File: src/rtl/dtack_wait_state_controller_if.sv
// rtl/dtack_wait_state_controller_if.sv - CPU/decoder/device handshake bundle for the DTACK sequencer
`timescale 1ns/1ps
interface dtack_wait_state_controller_if;
    logic AS_L;
    logic CanBusSelect_H;
    logic CanBusDtack_L;
    logic DramSelect_H;
    logic DramDtack_L;
    logic FlashSelect_H;
    logic SlowIOSelect_H;
    logic ClearTimeout_H;
    logic DtackOut_L;
    logic BErrOut_L;
    logic TimeoutFlag_H;
    logic Busy_H;

    modport master (
        output AS_L, CanBusSelect_H, CanBusDtack_L, DramSelect_H, DramDtack_L,
               FlashSelect_H, SlowIOSelect_H, ClearTimeout_H,
        input  DtackOut_L, BErrOut_L, TimeoutFlag_H, Busy_H
    );

    modport slave (
        input  AS_L, CanBusSelect_H, CanBusDtack_L, DramSelect_H, DramDtack_L,
               FlashSelect_H, SlowIOSelect_H, ClearTimeout_H,
        output DtackOut_L, BErrOut_L, TimeoutFlag_H, Busy_H
    );
endinterface

File: src/rtl/dtack_wait_state_controller.sv
// rtl/dtack_wait_state_controller.sv - registered DTACK/BERR sequencer for the 68k bus
`timescale 1ns/1ps
module dtack_wait_state_controller #(
    parameter int FLASH_WAIT     = 4,
    parameter int IO_WAIT        = 2,
    parameter int TIMEOUT_CYCLES = 255,
    parameter int CNT_W          = 8
) (
    input  logic Clock,
    input  logic Reset_H,
    dtack_wait_state_controller_if.slave bus
);

    typedef enum logic [2:0] {IDLE, WAIT_CNT, WAIT_EXT, ACK, BERR} state_t;

    localparam logic [CNT_W-1:0] FLASH_N      = CNT_W'(FLASH_WAIT);
    localparam logic [CNT_W-1:0] IO_N         = CNT_W'(IO_WAIT);
    localparam logic [CNT_W-1:0] TIMEOUT_LAST = CNT_W'(TIMEOUT_CYCLES - 1);
    localparam logic [CNT_W-1:0] ONE          = CNT_W'(1);

    state_t           state;
    logic [CNT_W-1:0] waitCnt;
    logic [CNT_W-1:0] ageCnt;
    logic             extIsDram;
    logic             extDtack_L;
    logic             dtackReg;
    logic             berrReg;
    logic             flagReg;
    logic             busyReg;

    // Only the device latched at cycle start may acknowledge.
    assign extDtack_L = extIsDram ? bus.DramDtack_L : bus.CanBusDtack_L;

    assign bus.DtackOut_L    = dtackReg;
    assign bus.BErrOut_L     = berrReg;
    assign bus.TimeoutFlag_H = flagReg;
    assign bus.Busy_H        = busyReg;

    always_ff @(posedge Clock or posedge Reset_H) begin
        if (Reset_H) begin
            state     <= IDLE;
            waitCnt   <= '0;
            ageCnt    <= '0;
            extIsDram <= 1'b0;
            dtackReg  <= 1'b1;
            berrReg   <= 1'b1;
            flagReg   <= 1'b0;
            busyReg   <= 1'b0;
        end else begin
            // Clear first so a BERR entry on the same edge overrides it.
            if (bus.ClearTimeout_H) flagReg <= 1'b0;

            case (state)
                IDLE: begin
                    if (!bus.AS_L) begin
                        ageCnt  <= '0;
                        busyReg <= 1'b1;
                        if (bus.CanBusSelect_H) begin
                            extIsDram <= 1'b0;
                            state     <= WAIT_EXT;
                        end else if (bus.DramSelect_H) begin
                            extIsDram <= 1'b1;
                            state     <= WAIT_EXT;
                        end else if (bus.FlashSelect_H) begin
                            waitCnt <= FLASH_N;
                            state   <= (FLASH_WAIT == 0) ? ACK : WAIT_CNT;
                        end else if (bus.SlowIOSelect_H) begin
                            waitCnt <= IO_N;
                            state   <= (IO_WAIT == 0) ? ACK : WAIT_CNT;
                        end else begin
                            state <= ACK;
                        end
                    end
                end

                WAIT_CNT: begin
                    if (bus.AS_L) begin
                        state   <= IDLE;
                        busyReg <= 1'b0;
                    end else begin
                        ageCnt <= ageCnt + ONE;
                        if (waitCnt <= ONE) begin
                            state <= ACK;
                        end else if (ageCnt == TIMEOUT_LAST) begin
                            state   <= BERR;
                            berrReg <= 1'b0;
                            flagReg <= 1'b1;
                        end else begin
                            waitCnt <= waitCnt - ONE;
                        end
                    end
                end

                WAIT_EXT: begin
                    if (bus.AS_L) begin
                        state   <= IDLE;
                        busyReg <= 1'b0;
                    end else begin
                        ageCnt <= ageCnt + ONE;
                        // Acknowledge is tested before timeout so it wins a tie.
                        if (!extDtack_L) begin
                            state    <= ACK;
                            dtackReg <= 1'b0;
                        end else if (ageCnt == TIMEOUT_LAST) begin
                            state   <= BERR;
                            berrReg <= 1'b0;
                            flagReg <= 1'b1;
                        end
                    end
                end

                ACK: begin
                    if (bus.AS_L) begin
                        state    <= IDLE;
                        dtackReg <= 1'b1;
                        busyReg  <= 1'b0;
                    end else begin
                        dtackReg <= 1'b0;
                    end
                end

                BERR: begin
                    if (bus.AS_L) begin
                        state   <= IDLE;
                        berrReg <= 1'b1;
                        busyReg <= 1'b0;
                    end
                end

                default: begin
                    state    <= IDLE;
                    dtackReg <= 1'b1;
                    berrReg  <= 1'b1;
                    busyReg  <= 1'b0;
                end
            endcase
        end
    end

endmodule

File: src/flat_wrapper.sv
// flat-port wrapper written by rule: the top's interface ports become plain ports
module dtack_wait_state_controller_flat 
#(
    parameter int FLASH_WAIT     = 4,
    parameter int IO_WAIT        = 2,
    parameter int TIMEOUT_CYCLES = 255,
    parameter int CNT_W          = 8
)
  (Clock, Reset_H, bus_AS_L, bus_CanBusSelect_H, bus_CanBusDtack_L, bus_DramSelect_H, bus_DramDtack_L, bus_FlashSelect_H, bus_SlowIOSelect_H, bus_ClearTimeout_H, bus_DtackOut_L, bus_BErrOut_L, bus_TimeoutFlag_H, bus_Busy_H);
  dtack_wait_state_controller_if bus_i ();
  input  logic Clock;
  input  logic Reset_H;
  input wire logic [$bits(bus_i.AS_L)-1:0] bus_AS_L;
  input wire logic [$bits(bus_i.CanBusSelect_H)-1:0] bus_CanBusSelect_H;
  input wire logic [$bits(bus_i.CanBusDtack_L)-1:0] bus_CanBusDtack_L;
  input wire logic [$bits(bus_i.DramSelect_H)-1:0] bus_DramSelect_H;
  input wire logic [$bits(bus_i.DramDtack_L)-1:0] bus_DramDtack_L;
  input wire logic [$bits(bus_i.FlashSelect_H)-1:0] bus_FlashSelect_H;
  input wire logic [$bits(bus_i.SlowIOSelect_H)-1:0] bus_SlowIOSelect_H;
  input wire logic [$bits(bus_i.ClearTimeout_H)-1:0] bus_ClearTimeout_H;
  output wire logic [$bits(bus_i.DtackOut_L)-1:0] bus_DtackOut_L;
  output wire logic [$bits(bus_i.BErrOut_L)-1:0] bus_BErrOut_L;
  output wire logic [$bits(bus_i.TimeoutFlag_H)-1:0] bus_TimeoutFlag_H;
  output wire logic [$bits(bus_i.Busy_H)-1:0] bus_Busy_H;
  assign bus_i.AS_L = bus_AS_L;
  assign bus_i.CanBusSelect_H = bus_CanBusSelect_H;
  assign bus_i.CanBusDtack_L = bus_CanBusDtack_L;
  assign bus_i.DramSelect_H = bus_DramSelect_H;
  assign bus_i.DramDtack_L = bus_DramDtack_L;
  assign bus_i.FlashSelect_H = bus_FlashSelect_H;
  assign bus_i.SlowIOSelect_H = bus_SlowIOSelect_H;
  assign bus_i.ClearTimeout_H = bus_ClearTimeout_H;
  assign bus_DtackOut_L = bus_i.DtackOut_L;
  assign bus_BErrOut_L = bus_i.BErrOut_L;
  assign bus_TimeoutFlag_H = bus_i.TimeoutFlag_H;
  assign bus_Busy_H = bus_i.Busy_H;
  dtack_wait_state_controller #(.FLASH_WAIT(FLASH_WAIT), .IO_WAIT(IO_WAIT), .TIMEOUT_CYCLES(TIMEOUT_CYCLES), .CNT_W(CNT_W)) u_core (.Clock(Clock), .Reset_H(Reset_H), .bus(bus_i));
endmodule
File: config.mk
export PLATFORM = sky130hd
export DESIGN_NAME = dtack_wait_state_controller_flat
export DESIGN_NICKNAME = d
export VERILOG_FILES = /design/src/rtl/dtack_wait_state_controller_if.sv /design/src/rtl/dtack_wait_state_controller.sv /design/src/flat_wrapper.sv
export SDC_FILE = /design/constraint.sdc
export NUM_CORES = 1
export LEC_CHECK = 0
export CORE_UTILIZATION = 50
export DETAILED_ROUTE_END_ITERATION = 10
export DONT_BUFFER_PORTS = 1
export HOLD_SLACK_MARGIN = 0.08
export PLACE_DENSITY = 0.78
export SYNTH_ARGS = -nofsm -noshare
export SYNTH_HDL_FRONTEND = slang
export SYNTH_SLANG_ARGS = --single-unit
export TNS_END_PERCENT = 100
File: constraint.sdc
create_clock -name Clock -period 1.7 [get_ports Clock]
set_clock_uncertainty 0.05 [all_clocks]
set_input_delay 0.51 -clock Clock [delete_from_list [all_inputs] [get_ports Clock]]
set_output_delay 0.51 -clock Clock [all_outputs]
set_load 0.03 [all_outputs]
# Word level (Yosys, flattened, before mapping)
# Cells that the tools add are included.
[word_totals] reg_bits=24 input_bits=10 word_cells=97
[classes] addsub=2 magnitude_cmp=1 eq_ne=19 mux=48 n_bitwise=3 reduce_logical=16
[op_table] operator="8-bit two-way mux" count=10
[op_table] operator="8-bit case mux with 2 select lines" count=2
[op_table] operator="3-bit two-way mux" count=10
[op_table] operator="1-bit two-way mux" count=20
[op_table] operator="2-bit inequality test, second input constant" count=10
[op_table] operator="3-bit case mux with 4 select lines" count=1
[op_table] operator="3-bit AND reduction" count=3
[op_table] operator="8-bit by 1-bit adder with 8-bit output, second input constant" count=1
[op_table] operator="8-bit == test, second input constant" count=1
[op_table] operator="8-bit by 1-bit <= comparator with 1-bit output, second input constant" count=1
[op_table] operator="8-bit AND reduction" count=1
[op_table] operator="8-bit by 1-bit subtractor with 8-bit output, second input constant" count=1
[op_table] operator="3-bit by 2-bit == test with 1-bit output, second input constant" count=2
[op_table] operator="2-bit by 1-bit inequality test with 1-bit output, second input constant" count=3
[op_table] operator="6-bit AND reduction" count=1
[op_table] operator="2-bit nonzero test" count=3
[op_table] operator="2-bit OR reduction" count=3
[op_table] operator="1-bit case mux with 2 select lines" count=2
[op_table] operator="1-bit case mux with 4 select lines" count=1
[op_table] operator="2-bit AND reduction" count=2
[op_table] operator="4-bit OR reduction" count=1
[op_table] operator="3-bit by 1-bit == test with 1-bit output, second input constant" count=1
[op_table] operator="3-bit == test, second input constant" count=1
[op_table] operator="3-bit logical NOT" count=1
[op_table] operator="other kinds (5)" count=7

# Longest topological paths before layout
[depth] word_depth=6 mapped_depth=7

# Least setup slack after synthesis
# Ideal clock, no wire load.
[synth_timing] path_kind="register -> register" from="register u_core.ageCnt[0]" to="register u_core.waitCnt[1]" arrival_time_ns=1.632 t_required_ns=1.523 slack_ns=-0.109 path_stages_with_launch=8 path_buffers=0 synth_period_minus_slack_ns=1.809 cell_sequence="dfrtp_1 > inv_1 > ha_1 > nand4_1 > or2_1 > a21o_1 > nand2_2 > mux2_1"
[synth_between] elab_chain_len=3
[synth_lines] item="from (decl)" line="dtack_wait_state_controller.sv:23" source="logic [CNT_W-1:0] ageCnt;"
[synth_lines] item="from (signal assigned)" line="dtack_wait_state_controller.sv:81" source="ageCnt <= ageCnt + ONE;"
[synth_lines] item="from (signal assigned)" line="dtack_wait_state_controller.sv:99" source="ageCnt <= ageCnt + ONE;"
[synth_lines] item="8-bit == test" line="dtack_wait_state_controller.sv:84" source="end else if (ageCnt == TIMEOUT_LAST) begin"
[synth_lines] item="2-bit inequality test (no line)"
[synth_lines] item="8-bit AND reduction (no line)"
[synth_lines] item="to (signal assigned)" line="dtack_wait_state_controller.sv:89" source="waitCnt <= waitCnt - ONE;"
[synth_lines] item="to (decl)" line="dtack_wait_state_controller.sv:22" source="logic [CNT_W-1:0] waitCnt;"
# Every way passes these cells.
# A chain may end at the register's enable or synchronous reset.

# Worst setup path after layout
# Ends and elaborated chain as after synthesis.

==> impl_metrics.json <==
{
  "drt-pass1-iter-count": 4,
  "postSynthCellCount": 168,
  "cts_buffers": 3,
  "route.top_layer_used": "met4",
  "rr_startpoint": "u_core.ageCnt[0]$_DFFE_PP0P_",
  "htreeDepth": 1,
  "clock_sinks": 24,
  "path_max_fanout": 6,
  "synth_compound_area_frac": 0.250,
  "synth_seq_cells": 24,
  "antenna_found_initial": 0,
  "num_vias": 1476,
  "setup_viol_count_final": 7,
  "synthesis.area_sq_um": 1590,
  "drc": 0,
  "final_common_cell": "buf_4",
  "cp_cell_sequence": "inv_2, ha_4, nand4_1, or2_4, a21o_4, nand2_4, mux2_4",
  "met2_length_mm": 2.31,
  "timing.hold.ws_ns": 0.207,
  "muxShareOfSynthArea": 0.0228,
  "insertion_delay_ns": 0.32,
  "synth_fa_ha_area_frac": 0.0378,
  "register_area_sq_um": 604,
  "violations": "negative setup slack",
  "grt_pass1_vias": 1528,
  "hp-start": "bus_ClearTimeout_H",
  "grt_max_degree": 25,
  "p_leak_uw": 0.000923,
  "clk_path_buf_depth": 2,
  "dp.cells": 239,
  "reg2regPathDepth": 7,
  "synth_cell_types": 58,
  "place_congestion": 0.864,
  "layout_setup_ws_ns": -0.128,
  "grt_pass1_wl_mm": 6.98,
  "slew_violations": 0,
  "min_to": "u_core.bus.TimeoutFlag_H$_DFF_PP0_",
  "ys_warn_count": 0,
  "start_util": 0.525,
  "tightestPinTransition_ns": 0.399,
  "cts_tree": "yes",
  "cap_violations": 0,
  "wirelength_mm": 4.39,
  "clk_root_buffer_cell": "clkbuf_4",
  "timing.rr.end": "u_core.waitCnt[1]$_DFFE_PP0P_",
  "stdcell_count": 254,
  "dieArea_sq_um": 3410,
  "synth_edf_count": 0,
  "post-route-min-period_ns": 1.83,
  "area_delta_synth_final_pct": 31.8,
  "hold_viol": 0,
  "avgViaCountPerCell": 5.81,
  "timing.hold.worst_path_depth": 1,
  "ant_nets": 0,
  "max_clock_freq_mhz": 547,
  "final_util": 0.692,
  "n_fill_cell": 229,
  "syn_nets": 182,
  "vdd_drop_max_uv": 815,
  "r2r_setup_slack_ns": -0.13,
  "multi_input_area_sq_um": 1020,
  "hold_class": "primary input to flip-flop",
  "synthArstFlopShare": 1.00,
  "die_h_um": 58.4,
  "synth_top_family_by_area": "compound AO/OA/AOI/OAI gates",
  "diodes": 0,
  "grt_overflow": 0,
  "critPathMaxStageDelay_ns": 0.43,
  "path_clk_slew_ns": 0.14,
  "tns_ns": -0.516,
  "die_w_um": 58.4,
  "yosysSeqAreaShare": 0.379,
  "dr_wl_met3_um": 138,
  "min_period_over_period": 1.08,
  "route.layer.met1.wl_mm": 1.86,
  "totalPowerFinal_uw": 2640,
  "cp.arrival_ns": 2.01,
  "core_sq_um": 3030,
  "synthXorXnorAreaFrac": 0.0275,
  "io-pin-count": 14,
  "power.density_nw_per_um2": 1260,
  "endpoint_kind": "flip-flop",
  "status": "complete, but fails checks",
  "synth_simple_gate_area_frac": 0.239,
  "drt-initial-drc-count": 112,
  "buffer_ports.inserted": 0,
  "cpMaxStageDelayCell": "dfrtp_1",
  "syn_area_per_cell_sq_um": 9.47,
  "slew_headroom": 0.730,
  "grt.total_usage": 0.271,
  "final_cell_mix": "41 x buf_4, 21 x dfrtp_1, 14 x nor2_1",
  "nets": 225,
  "critPathRequiredTime_ns": 1.88,
  "rsz0062_at_grt": "yes",
  "drive_above_1_share": 0.405,
  "routedWlPerCell_um": 17.3,
  "hpwl_mm": 3.10,
  "rows": 20,
  "critical_path_class": "flip-flop to flip-flop",
  "start_kind": "flip-flop",
  "synthFlopType": "dfrtp_1"
}
[how the worst max path moves through the flow]
| stage | from | end | cells after the start |
|---|---|---|---|
| 2_1_floorplan | u_core.ageCnt[0]$_DFFE_PP0P_ | u_core.waitCnt[1]$_DFFE_PP0P_ | 7 |
| 3_3_place_gp | u_core.ageCnt[0]$_DFFE_PP0P_ | u_core.waitCnt[1]$_DFFE_PP0P_ | 7 |
| 3_5_place_dp | u_core.ageCnt[0]$_DFFE_PP0P_ | u_core.waitCnt[1]$_DFFE_PP0P_ | 7 |
| 4_1_cts | u_core.extIsDram$_DFFE_PP0P_ | u_core.state[0]$_DFFE_PP0P_ | 5 |
| 5_1_grt | u_core.ageCnt[0]$_DFFE_PP0P_ | u_core.waitCnt[1]$_DFFE_PP0P_ | 7 |
| 6_report | u_core.ageCnt[0]$_DFFE_PP0P_ | u_core.waitCnt[1]$_DFFE_PP0P_ | 7 |
[cells in the mapped netlist, drive strengths merged (2+ instances only)]
cell type | instances | area (sq um)
a21o | 4 | 30.0
a211oi | 3 | 27.5
clkbuf | 2 | 7.51
xor2 | 5 | 43.8
a211o | 2 | 17.5
dfrtp | 22 | 551
or3 | 2 | 12.5
a22oi | 2 | 20.0
nand3 | 3 | 15.0
a21oi | 12 | 75.1
nor3 | 9 | 71.3
or2 | 2 | 12.5
nand2 | 14 | 57.6
dfstp | 2 | 52.6
nand4 | 6 | 37.5
inv | 8 | 30.0
o41ai | 2 | 17.5
a31oi | 2 | 12.5
nor2 | 17 | 80.1
mux2 | 2 | 26.3
o21ai | 10 | 53.8
and3 | 2 | 12.5
nand2b | 2 | 20.0
nor4 | 5 | 31.3
o21a | 3 | 30.0
ha | 4 | 50.1
a31o | 2 | 17.5
buf | 4 | 31.3
o211ai | 2 | 28.8
[metal layers]
layer | vias up | GRT usage
li1 | 704 | -
met1 | 729 | 0.333
met3 | 9 | 0.0308
met2 | 34 | 0.486
met5 | - | 0
met4 | 0 | 0.102
[power breakdown]
| group | leakage [uW] | switching (uW) | internal (uW) |
|---|---|---|---|
| clock | 0.0000210 | 180 | 131 |
| sequential | 0.000311 | 173 | 712 |
| combinational | 0.000591 | 734 | 712 |
[flip-flops by register name, summed over array words and instances, names as in the netlist]
signal	cells
u_core.bus.TimeoutFlag_H	1
u_core.bus.Busy_H	1
u_core.bus.DtackOut_L	1
u_core.state	3
u_core.waitCnt	8
u_core.bus.BErrOut_L	1
u_core.extIsDram	1
u_core.ageCnt	8
[per-stage QoR]
step                setup WS, ns  cell area, sq um
floorplan                -0.0840              1590
global placement         -0.0486              1870
detailed placement        -0.124              1870
CTS                      -0.0528              2010
global route              -0.184              2100
finish                    -0.128              2100
[cell families (layout without fill, tap and decap cells)]
kind of cell | after synthesis | in the layout
flip-flops | 24 | 24
adder cells (fa/ha/maj) | 5 | 5
AO/OA/AOI/OAI | 52 | 52
buffers and inverters | 14 | 56
AND/OR/NAND/NOR | 65 | 65
XOR/XNOR | 5 | 5
multiplexers | 3 | 3
[critical path, delay by kind of cell, from the launching register on]
| family | cells | cell delay [ns] |
|---|---|---|
| adders and majority gates | 1 | 0.14 |
| DFF | 1 | 0.43 |
| buffers and inverters | 1 | 0.09 |
| and+or+nand+nor | 3 | 0.49 |
| muxes | 1 | 0.29 |
| AOI/OAI and AO/OA | 1 | 0.25 |
[final cells by class]
class | count | area share
multi-input combinational | 130 | 0.487
sequential | 24 | 0.288
timing repair buffer | 44 | 0.167
tap | 44 | 0.0263
clock buffer | 4 | 0.0173
inverter | 8 | 0.0143
[repair_timing]
| action | 4_1_cts | 5_1_grt |
|---|---|---|
| resized for setup | 8 | 17 |
| setup buffers | 7 | 4 |
| pin swaps | 6 | 11 |
| hold endpoints to repair | 22 | 0 |
| hold buffers | 1 | 0 |
| setup endpoints to repair | 8 | 15 |
(Power assumes the default switching activity.)
